## src/rtl/uart_tx_if.sv

```systemverilog
// Byte-request / serial-line bundle between user logic and the UART transmitter.
interface uart_tx_if;
    logic       start;
    logic [7:0] din;
    logic       txd;
    logic       busy;
    logic       done;

    modport master (output start, output din, input txd, input busy, input done);
    modport slave  (input start, input din, output txd, output busy, output done);
endinterface

```

## src/rtl/uart_tx.sv

```systemverilog
// UART transmitter: one byte per accepted start, framed as start, D0..D7, optional parity, stop bit(s).
module uart_tx #(
    parameter int unsigned CLKS_PER_BIT = 5208,
    parameter int unsigned PARITY_EN    = 0,
    parameter int unsigned PARITY_ODD   = 0,
    parameter int unsigned STOP_BITS    = 1
) (
    input  logic       clk,
    input  logic       rst,
    uart_tx_if.slave   bus
);

    localparam int unsigned CW = (CLKS_PER_BIT > 1) ? $clog2(CLKS_PER_BIT) : 1;
    localparam logic [CW-1:0] BAUD_LAST = CW'(CLKS_PER_BIT - 1);
    localparam logic [CW-1:0] BAUD_PRE  = CW'(CLKS_PER_BIT - 2);
    localparam logic [2:0]    STOP_LAST = 3'(STOP_BITS - 1);
    localparam logic          ODD_BIT   = 1'(PARITY_ODD);

    typedef enum logic [2:0] {
        S_IDLE,
        S_START,
        S_DATA,
        S_PARITY,
        S_STOP
    } state_t;

    state_t        state_q, state_d;
    logic [CW-1:0] baud_q, baud_d;
    logic [2:0]    idx_q, idx_d;
    logic [7:0]    data_q, data_d;
    logic          txd_q, txd_d;
    logic          busy_q, busy_d;
    logic          done_q, done_d;

    logic          baud_wrap;
    logic          baud_pre;
    logic [2:0]    idx_inc;
    logic [CW-1:0] baud_inc;

    assign baud_wrap = (baud_q == BAUD_LAST);
    assign baud_pre  = (baud_q == BAUD_PRE);
    assign idx_inc   = idx_q + 3'd1;
    assign baud_inc  = baud_q + CW'(1);

    // State and registered outputs; txd idles high straight out of reset.
    always_ff @(posedge clk or negedge rst) begin
        if (!rst) begin
            state_q <= S_IDLE;
            baud_q  <= '0;
            idx_q   <= '0;
            data_q  <= '0;
            txd_q   <= 1'b1;
            busy_q  <= 1'b0;
            done_q  <= 1'b0;
        end else begin
            state_q <= state_d;
            baud_q  <= baud_d;
            idx_q   <= idx_d;
            data_q  <= data_d;
            txd_q   <= txd_d;
            busy_q  <= busy_d;
            done_q  <= done_d;
        end
    end

    // Next-state logic; txd/busy/done are computed one edge ahead so they leave registers.
    always_comb begin
        state_d = state_q;
        baud_d  = baud_q;
        idx_d   = idx_q;
        data_d  = data_q;
        txd_d   = txd_q;
        busy_d  = busy_q;
        done_d  = 1'b0;

        unique case (state_q)
            S_IDLE: begin
                txd_d  = 1'b1;
                busy_d = 1'b0;
                baud_d = '0;
                if (bus.start) begin
                    data_d  = bus.din;
                    idx_d   = '0;
                    state_d = S_START;
                    txd_d   = 1'b0;
                    busy_d  = 1'b1;
                end
            end

            S_START: begin
                baud_d = baud_wrap ? '0 : baud_inc;
                if (baud_wrap) begin
                    state_d = S_DATA;
                    idx_d   = '0;
                    txd_d   = data_q[0];
                end
            end

            S_DATA: begin
                baud_d = baud_wrap ? '0 : baud_inc;
                if (baud_wrap) begin
                    if (idx_q == 3'd7) begin
                        idx_d = '0;
                        if (PARITY_EN != 0) begin
                            state_d = S_PARITY;
                            txd_d   = (^data_q) ^ ODD_BIT;
                        end else begin
                            state_d = S_STOP;
                            txd_d   = 1'b1;
                        end
                    end else begin
                        idx_d = idx_inc;
                        txd_d = data_q[idx_inc];
                    end
                end
            end

            S_PARITY: begin
                baud_d = baud_wrap ? '0 : baud_inc;
                if (baud_wrap) begin
                    state_d = S_STOP;
                    idx_d   = '0;
                    txd_d   = 1'b1;
                end
            end

            S_STOP: begin
                baud_d = baud_wrap ? '0 : baud_inc;
                txd_d  = 1'b1;
                // done is raised on the edge that enters the final cycle of the last stop bit
                if (idx_q == STOP_LAST && baud_pre) begin
                    done_d = 1'b1;
                end
                if (baud_wrap) begin
                    if (idx_q == STOP_LAST) begin
                        state_d = S_IDLE;
                        idx_d   = '0;
                        busy_d  = 1'b0;
                    end else begin
                        idx_d = idx_inc;
                    end
                end
            end

            default: begin
                state_d = S_IDLE;
                txd_d   = 1'b1;
                busy_d  = 1'b0;
            end
        endcase
    end

    assign bus.txd  = txd_q;
    assign bus.busy = busy_q;
    assign bus.done = done_q;

endmodule

```

## src/flat_wrapper.sv

```systemverilog
// flat-port wrapper written by rule: the top's interface ports become plain ports
module uart_tx_flat 
#(
    parameter int unsigned CLKS_PER_BIT = 5208,
    parameter int unsigned PARITY_EN    = 0,
    parameter int unsigned PARITY_ODD   = 0,
    parameter int unsigned STOP_BITS    = 1
)
  (clk, rst, bus_start, bus_din, bus_txd, bus_busy, bus_done);
  uart_tx_if bus_i ();
  input  logic clk;
  input  logic rst;
  input wire logic [$bits(bus_i.start)-1:0] bus_start;
  input wire logic [$bits(bus_i.din)-1:0] bus_din;
  output wire logic [$bits(bus_i.txd)-1:0] bus_txd;
  output wire logic [$bits(bus_i.busy)-1:0] bus_busy;
  output wire logic [$bits(bus_i.done)-1:0] bus_done;
  assign bus_i.start = bus_start;
  assign bus_i.din = bus_din;
  assign bus_txd = bus_i.txd;
  assign bus_busy = bus_i.busy;
  assign bus_done = bus_i.done;
  uart_tx #(.CLKS_PER_BIT(CLKS_PER_BIT), .PARITY_EN(PARITY_EN), .PARITY_ODD(PARITY_ODD), .STOP_BITS(STOP_BITS)) u_core (.clk(clk), .rst(rst), .bus(bus_i));
endmodule
```

## config.mk

```make
export PLATFORM = sky130hd
export DESIGN_NAME = uart_tx_flat
export DESIGN_NICKNAME = d
export VERILOG_FILES = /design/src/rtl/uart_tx_if.sv /design/src/rtl/uart_tx.sv /design/src/flat_wrapper.sv
export SDC_FILE = /design/constraint.sdc
export NUM_CORES = 1
export LEC_CHECK = 0
export CAP_MARGIN = 25
export CORE_MARGIN = 2
export CORE_UTILIZATION = 30
export CTS_CLUSTER_SIZE = 25
export DETAILED_ROUTE_END_ITERATION = 12
export GPL_ROUTABILITY_DRIVEN = 0
export MAX_ROUTING_LAYER = met4
export PLACE_DENSITY = 0.6
export SYNTH_ARGS = -nofsm -noshare
export SYNTH_HDL_FRONTEND = slang
export SYNTH_SLANG_ARGS = --single-unit
```

## constraint.sdc

```tcl
create_clock -name clk -period 2.1 [get_ports clk]
set_input_delay 0.315 -clock clk [delete_from_list [all_inputs] [get_ports clk]]
set_output_delay 0.315 -clock clk [all_outputs]
set_load 0.05 [all_outputs]
```

# [Yosys cells after proc, flatten, opt, wreduce, memory -nomap -nowiden]
# Cells that the tools add are included.
[word_totals] register_bits=30 in_bits=11 out_inout_bits=3 wordCells=70
[classes] addsub=2 order_cmp=1 n_eq_ne=15 mux=31 bitwise=1 n_reduce_logical=13
[ops] operator="two-way mux 3 bit" n=13
[ops] operator="equality test 13 bit (second input constant)" n=2
[ops] operator="one-hot mux 13 bit (2 select lines)" n=1
[ops] operator="one-hot mux 3 bit (5 select lines)" n=1
[ops] operator="!= test 2 x 1 -> 1 bit (second input constant)" n=7
[ops] operator="adder 13 x 1 -> 13 bit (second input constant)" n=1
[ops] operator="two-way mux 13 bit" n=1
[ops] operator="one-hot mux 3 bit (4 select lines)" n=1
[ops] operator="two-way mux 1 bit" n=11
[ops] operator="AND reduction 7 bit" n=1
[ops] operator="equality test 3 x 2 -> 1 bit (second input constant)" n=2
[ops] operator="equality test 3 bit (second input constant)" n=2
[ops] operator="logical NOT 3 bit" n=2
[ops] operator="AND reduction 3 bit" n=2
[ops] operator="AND reduction 5 bit" n=1
[ops] operator="< comparator 3 x 4 -> 1 bit (second input constant)" n=1
[ops] operator="one-hot mux 1 bit (4 select lines)" n=1
[ops] operator="nonzero test 4 bit" n=1
[ops] operator="OR reduction 4 bit" n=1
[ops] operator="adder 3 x 1 -> 3 bit (second input constant)" n=1
[ops] operator="binary-select mux 1 bit (select 3 bit)" n=1
[ops] operator="equality test 3 x 1 -> 1 bit (second input constant)" n=1
[ops] operator="one-hot mux 1 bit (3 select lines)" n=1
[ops] operator="OR reduction 3 bit" n=1
[ops] operator="6 further kinds" n=6

# [Logic depth before layout (Yosys ltp)]
# Gate-level depths: netlist of the first run.
[logic_depth] ltp_word=6 ltp_mapped=9 depth_no_buf=7

# [Least setup slack after synthesis of the first run]
# Ideal clock, no wire load.
[synth_timing] path_type="register to register" startpoint="register u_core.state_q[1]" endpoint="register u_core.baud_q[5]" setup_time_ns=0.083 arrival_time_ns=2.097 required_time_ns=2.017 slack_ns=-0.080 path_stages_with_launch=10 path_buffers=4 period_less_slack_ns=2.180 cell_sequence="dfrtp_1 -> buf_6 -> or2_1 -> buf_6 -> and2_4 -> buf_6 -> or3_1 -> buf_2 -> or4_1 -> o21ai_0"
[synth_via] elab_chain_cells=3 word_cells_on_any_way=8 cone_classes="4 x eq/ne; 1 x mux; 3 x reduce/logical"
[synth_rtl] element="from (decl)" line="uart_tx.sv:27" rtl="state_t state_q, state_d;"
[synth_rtl] element="from (signal assigned)" line="uart_tx.sv:56" rtl="state_q <= state_d;"
[synth_rtl] element="equality test 3 x 1 -> 1 bit (tied with other cells)" line="uart_tx.sv:76" rtl="unique case (state_q)"
[synth_rtl] element="OR reduction 4 bit (no line)"
[synth_rtl] element="one-hot mux 13 bit (2 select lines) or nonzero test 2 bit (tied branches)"
[synth_rtl] element="to (signal assigned)" line="uart_tx.sv:57" rtl="baud_q <= baud_d;"
[synth_rtl] element="to (decl)" line="uart_tx.sv:28" rtl="logic [CW-1:0] baud_q, baud_d;"
# Several ways; a longest one is shown, not always the timed one.
# A chain may end at the register's enable or synchronous reset.

# [Worst setup path in the final report of the first run]
[layout_timing] startpoint="register u_core.baud_q[9]" endpoint="register u_core.idx_q[0]"
[layout_via] elab_chain_cells=3 word_cells_on_any_way=5 cone_classes="4 x eq/ne; 1 x reduce/logical"
[layout_rtl] element="equality test 13 bit (*)" line="uart_tx.sv:40" rtl="assign baud_wrap = (baud_q == BAUD_LAST);"
[layout_rtl] element="!= test 2 x 1 -> 1 bit (no line)"
[layout_rtl] element="AND reduction 5 bit (no line) (*)"
[layout_rtl] element="to (signal assigned)" line="uart_tx.sv:58" rtl="idx_q <= idx_d;"
[layout_rtl] element="to (decl)" line="uart_tx.sv:29" rtl="logic [2:0] idx_q, idx_d;"
# Mark *: on every way between the ends. The rest lies on a longest branch, timed or not.

==> impl_metrics.csv, run 1 <==
group,metric,value,unit
outcome,status,"finished, final reports clean",
setup_path,cp.required,2270,ps
setup_path,cp.arrival,2180,ps
logic_synthesis,synth_top_area_share,42.6,%
sta,period_needed,2010,ps
job,drv_cap,0,
clock_tree,clockBufferDepth,2,
die,initial_core_util,31.0,%
logic_synthesis,synth_area_leaders,"dfrtp_1, mux2_2, o21ai_0, ha_1, a21oi_1",
route,post_drt_wl_per_cell,13.4,um
layout,nFillCells,535,
die,pin_count,14,
setup_path,r2r-start,"u_core.baud_q[9]",
die,die_w,79.4,um
logic_synthesis,yosys_warnings,0,
logic_synthesis,yosys-top-cells-count,"dfrtp_1, nand2_1, o21ai_0, a21oi_1",
power_and_ir_drop,p_sw,0.571,mW
logic_synthesis,synth_most_common_cell,"dfrtp_1",
clock_tree,clk_latency,280,ps
clock_tree,htree_levels,2,
route,dr_total_vias,1380,
logic_synthesis,yosysTopAreaCell,"dfrtp_1",
sta,finalCritPeriodShare,95.7,%
sta,relSlewSlack,67.4,%
setup_path,cp_slowest_cell,"or4bb_1",
setup_path,path_max_fanout,8,
sta,finClkSkew,3.41,ps
setup_path,r2r_end,"u_core.idx_q[0]",
die,die-area,0.00630,mm^2
sta,tightestPinTransition,487,ps
setup_path,critical_path_class,"reg -> reg",
global_routing,gr-max-usage-layer,"met2",
power_and_ir_drop,sw_frac_of_total,30.4,%
logic_synthesis,synth-edff-count,0,
sta,tns,0,ps
logic_synthesis,synthArstFlopShare,100,%
logic_synthesis,ys.flop_type,"dfrtp_1",
layout,final_core_util,38.3,%
setup_path,reg2reg_depth,6,
clock_tree,cts_tree,"yes",
clock_tree,cts_sinks,30,
setup_path,max_stage_delay,540,ps
power_and_ir_drop,fin_total_pwr,1.88,mW
clock_tree,clk_pin_slew,70,ps
setup_path,worst_path_dominant_cell_family,"simple AND/OR/NAND/NOR gates",
global_routing,overflow,0,
logic_synthesis,avgSynthCellArea,9.69,um^2
power_and_ir_drop,ir_drop,369,uV
power_and_ir_drop,seqPwrFrac,42.4,%
setup_path,startpoint_type,"register",
route,viasPerCell,5.00,
power_and_ir_drop,clock_power_share,29.7,%
global_routing,met3_usage,3.05,%
route,final_antenna_net_count,0,
die,core,0.00551,mm^2
logic_synthesis,ys_ff_latch,30,
logic_synthesis,syn_area,0.00171,mm^2
global_routing,grt_max_degree,31,
sta,whs,422,ps
power_and_ir_drop,power_density,889,mW/mm^2
logic_synthesis,synth-seq-area-share,44.1,%
setup_path,crit_buf_inv,1,
setup_path,cp_cell_sequence,"or4bb_1 -> nor4_2 -> buf_4 -> mux2i_1 -> o21a_1 -> mux2_2",
sta,max_freq,498,MHz
global_routing,globalRouteMet2Util,21.1,%
sta,setup_viol,0,
logic_synthesis,postSynthCellCount,176,
global_routing,use_met1,17.4,%
setup_path,endpoint_kind,"register",
die,die-height,79.4,um
route,finalWirelength,3690,um
die,rows,27,
power_and_ir_drop,p_leak,0.908,nW
layout,diodes,0,
hold_path,hp-class,"in -> async",
clock_tree,cts_inserted_buffers,5,
sta,rsz0062_at_grt,"false",
sta,final_hold_viol_count,0,
route,drt_iter0_drc,94,
route,drc,0,
layout,area_growth,23.8,%
clock_tree,cts-root-buf,"clkbuf_8",
sta,slew_violations,0,
global_routing,track_usage,13.6,%
placement,dp_hpwl,2650,um
logic_synthesis,syn-num-nets,192,
layout,finalNetCount,219,
power_and_ir_drop,combPwrFrac,27.9,%
power_and_ir_drop,internal-power,1.30,mW
setup_path,r2r_setup_slack,90,ps
global_routing,grt_pass1_wl,6440,um
placement,port_buffers,13,
logic_synthesis,synth_cell_types,41,
global_routing,antenna_found_initial,0,
global_routing,grt_pass1_vias,1324,
layout,drive_gt1_share,20.1,%
route,firstDrtPassIters,4,
clock_tree,postCtsHoldBufs,0,
## through the flow
step | cells | setup WS, ps | cell area (um^2)
after floorplan | 176 | 2.91 | 1710
after global placement | 267 | 54.4 | 1990
after detailed placement | 267 | 25.0 | 1990
after CTS | 275 | 17.0 | 2100
after global routing | 276 | 1.52 | 2110
final | 276 | 90.4 | 2110
## worst max path at each step
stage / start / to / depth (start not counted)
final: u_core.baud_q[9] / u_core.idx_q[0] / 6
after global routing: u_core.baud_q[9] / u_core.idx_q[0] / 6
after CTS: u_core.baud_q[7] / u_core.idx_q[0] / 6
after detailed placement: u_core.baud_q[7] / u_core.idx_q[0] / 6
after global placement: u_core.baud_q[9] / u_core.idx_q[0] / 6
after floorplan: u_core.baud_q[7] / u_core.idx_q[0] / 6
## flip-flops by register name (all words and copies together), names as in the netlist
name             count
u_core.bus.done      1
u_core.bus.txd       1
u_core.bus.busy      1
u_core.state_q       3
u_core.idx_q         3
u_core.baud_q       13
u_core.data_q        8
## area by class of cell
| cell class | count | area (um^2) | share of cell area (%) |
|---|---|---|---|
| Clock buffer | 8 | 110 | 5.22 |
| Inverter | 9 | 33.8 | 1.60 |
| Multi-Input combinational cell | 126 | 860 | 40.7 |
| Sequential cell | 30 | 752 | 35.6 |
| Tap cell | 72 | 90.1 | 4.27 |
| Timing Repair Buffer | 31 | 265 | 12.6 |
## what timing repair did
item / in CTS / in global routing
resized for setup: 0 / 1
endpoints found under the setup margin: 0 / 13
setup buffers: 0 / 1
## cells by family after synthesis
family / count (synthesis) / share of synthesized area (%)
compound gates: 40 / 13.7
xor+xnor: 2 / 1.03
mux: 15 / 10.9
simple gates: 64 / 20.8
flops: 30 / 44.1
fa+ha+maj: 5 / 3.67
buf+inv: 20 / 5.87
## power by group through the flow
stage	registers, mW	clock network (mW)	logic (mW)
final	0.795	0.557	0.524
after global routing	0.814	0.596	0.589
after CTS	0.799	0.572	0.529
after detailed placement	0.810	0	0.526
after global placement	0.801	0	0.511
after floorplan	0.866	0	0.252
## metal layers
metal / wire length [um] / vias to the layer above
li1: - / 688
met1: 1770 / 664
met2: 1720 / 23
met3: 128 / 5
met4: 70 / 0
met5: 0 / -
## cells in the final DEF (no fill, tap or decap), types with 2 or more instances in the layout
cell,instances
dfrtp_1,29
buf_4,18
nand2_1,15
clkdlybuf4s50_1,13
o21ai_0,12
a21oi_1,12
inv_1,9
nand3_1,9
nor2_1,8
mux2_2,8
clkbuf_8,8
a31oi_1,6
mux2i_1,5
ha_1,5
nand2b_1,4
or3_1,4
and3_1,3
nor3_1,3
nor3b_1,3
and4_1,3
o31ai_1,2
o21a_1,2
mux4_2,2
xnor2_1,2
No activity file was read; power rests on OpenSTA's default activity.
==> run 2, diff against run 1 <==
- CAP_MARGIN: 25 -> 40
==> results of run 2 <==
No change in the layout: final DEF, timing and power equal those of run 1.
==> run 3, diff against run 2 <==
- CORE_ASPECT_RATIO: unset -> 0.75
- CTS_BUF_LIST: unset -> sky130_fd_sc_hd__clkbuf_8
==> run 3 against run 2 <==
  * Global-route usage decreased by 0.62 points
  * Utilization increased by 0.71 points
  * Wire length decreased by 1.3%
  * Final cell count increased by 1.4%
==> impl_metrics.csv, run 3 (synthesis results as in run 1) <==
group,metric,value,unit
setup_path,crit_buf_inv,1,
layout,max_flop_register,"u_core.baud_q",
sta,rsz0062_at_grt,"true",
placement,port_buffers,13,
global_routing,overflow,0,
route,dr_total_vias,1389,
die,initial_core_util,31.5,%
clock_tree,cts_inserted_buffers,5,
power_and_ir_drop,internal-power,1.24,mW
setup_path,reg2reg_depth,6,
layout,finalNetCount,220,
outcome,status,"finished, final reports clean",
route,finalWirelength,3640,um
power_and_ir_drop,clock_power_share,26.5,%
layout,reg.largest.list,"u_core.baud_q x13, u_core.data_q x8",
global_routing,grt_pass1_wl,6340,um
route,wl_met1,1930,um
power_and_ir_drop,combPwrFrac,29.2,%
job,drv_cap,0,
clock_tree,clk_pin_slew,70,ps
power_and_ir_drop,power_density,853,mW/mm^2
setup_path,cp_slowest_cell,"or4b_4",
die,core,0.00541,mm^2
sta,setup_viol,0,
sta,relSlewSlack,65.9,%
sta,finalCritPeriodShare,96.4,%
setup_path,r2r_end,"u_core.idx_q[0]",
sta,slew_violations,0,
power_and_ir_drop,p_leak,0.909,nW
setup_path,startpoint_type,"register",
global_routing,grt_pass1_vias,1326,
layout,diodes,0,
clock_tree,clockBufferDepth,2,
route,routed.top_layer,"met4",
clock_tree,cts_sinks,30,
route,drc,0,
layout,drive_gt1_share,21.0,%
sta,tightestPinTransition,510,ps
layout,final_cell_mix,"dfrtp_1, buf_4, nand2_1",
setup_path,cp_cell_sequence,"or4b_4 -> nor4_2 -> buf_4 -> mux2i_1 -> o21a_1 -> mux2_2",
clock_tree,postCtsHoldBufs,0,
layout,final_common_cell,"dfrtp_1",
placement,pre_cts_slack,21.4,ps
die,die-height,69.3,um
setup_path,max_stage_delay,540,ps
route,viasPerCell,4.96,
hold_path,hp-class,"in -> async",
power_and_ir_drop,ir_drop,246,uV
sta,final_hold_viol_count,0,
setup_path,path_max_fanout,8,
clock_tree,clk_latency,280,ps
layout,area_growth,23.8,%
setup_path,r2r_setup_slack,70,ps
clock_tree,cts_tree,"yes",
power_and_ir_drop,sw_frac_of_total,31.4,%
route,post_drt_wl_per_cell,13.0,um
power_and_ir_drop,p_sw,0.566,mW
die,pin_count,14,
clock_tree,cts-root-buf,"clkbuf_8",
power_and_ir_drop,seqPwrFrac,44.2,%
setup_path,cp.required,2270,ps
layout,final_core_util,39.0,%
sta,period_needed,2030,ps
setup_path,endpoint_kind,"register",
route,firstDrtPassIters,4,
sta,whs,420,ps
layout,largest_register_ffs,13,
placement,placedCellCount,269,
setup_path,worst_path_dominant_cell_family,"simple AND/OR/NAND/NOR gates",
die,die-area,0.00631,mm^2
die,rows,23,
clock_tree,htree_levels,2,
global_routing,grt_max_degree,31,
power_and_ir_drop,fin_total_pwr,1.80,mW
setup_path,critical_path_class,"reg -> reg",
route,route.met2.wl,1520,um
sta,layout_setup_ws,74.6,ps
global_routing,track_usage,13.0,%
route,drt_iter0_drc,97,
route,met3_length,121,um
setup_path,cp.arrival,2200,ps
setup_path,r2r-start,"u_core.baud_q[7]",
route,final_antenna_net_count,0,
sta,finClkSkew,7.23,ps
sta,max_freq,494,MHz
die,die_w,91.1,um
placement,dp_hpwl,2630,um
global_routing,antenna_found_initial,0,
layout,finalNonFillerCells,280,
## run 3: cell count changes in the layout (fill, tap and decap cells not counted), sizes merged
cell | before | now
buf | 18 | 19
clkbuf | 8 | 6
clkinv | 0 | 1
inv | 9 | 10
## run 3: cell type report
class | instances | area (um^2)
Fill cell | 555 | 3300
Multi-Input combinational cell | 126 | 868
Clock inverter | 2 | 8.76
Timing Repair Buffer | 32 | 273
Clock buffer | 6 | 82.6
Sequential cell | 30 | 752
Tap cell | 75 | 93.8
Inverter | 9 | 33.8
## run 3: what timing repair did
item	CTS	global route
setup buffers	0	3
resized for setup	0	3
endpoints found under the setup margin	0	10
## run 3: worst max-delay path by stage
| stage | end | slack [ps] | cells past startpoint | start |
|---|---|---|---|---|
| floorplan | u_core.idx_q[0] | 3 | 6 | u_core.baud_q[7] |
| global placement | u_core.idx_q[0] | 60 | 6 | u_core.baud_q[7] |
| detailed placement | u_core.idx_q[0] | 20 | 6 | u_core.baud_q[7] |
| CTS | u_core.idx_q[0] | 10 | 6 | u_core.baud_q[7] |
| global route | u_core.idx_q[0] | -10 | 6 | u_core.baud_q[7] |
| finish | u_core.idx_q[0] | 70 | 6 | u_core.baud_q[7] |
## run 3: power groups by stage
stage / Sequential, mW / Combinational [mW] / Clock (mW)
finish: 0.797 / 0.527 / 0.478
global route: 0.819 / 0.583 / 0.514
CTS: 0.797 / 0.526 / 0.488
detailed placement: 0.806 / 0.523 / 0
global placement: 0.800 / 0.518 / 0
floorplan: 0.866 / 0.252 / 0
## run 3: metrics by stage
stage | TNS, ps | cell area (um^2)
finish | 0 | 2110
global route | -9.63 | 2110
CTS | 0 | 2070
detailed placement | 0 | 1980
global placement | 0 | 1980
floorplan | 0 | 1710
## run 3: metal layers
layer  vias to the layer above  global-route usage [%]
met1                       668                    19.1
met3                         8                    2.93
met4                         0                    5.05
li1                        686                       -
met5                         -                       -
met2                        27                    17.0
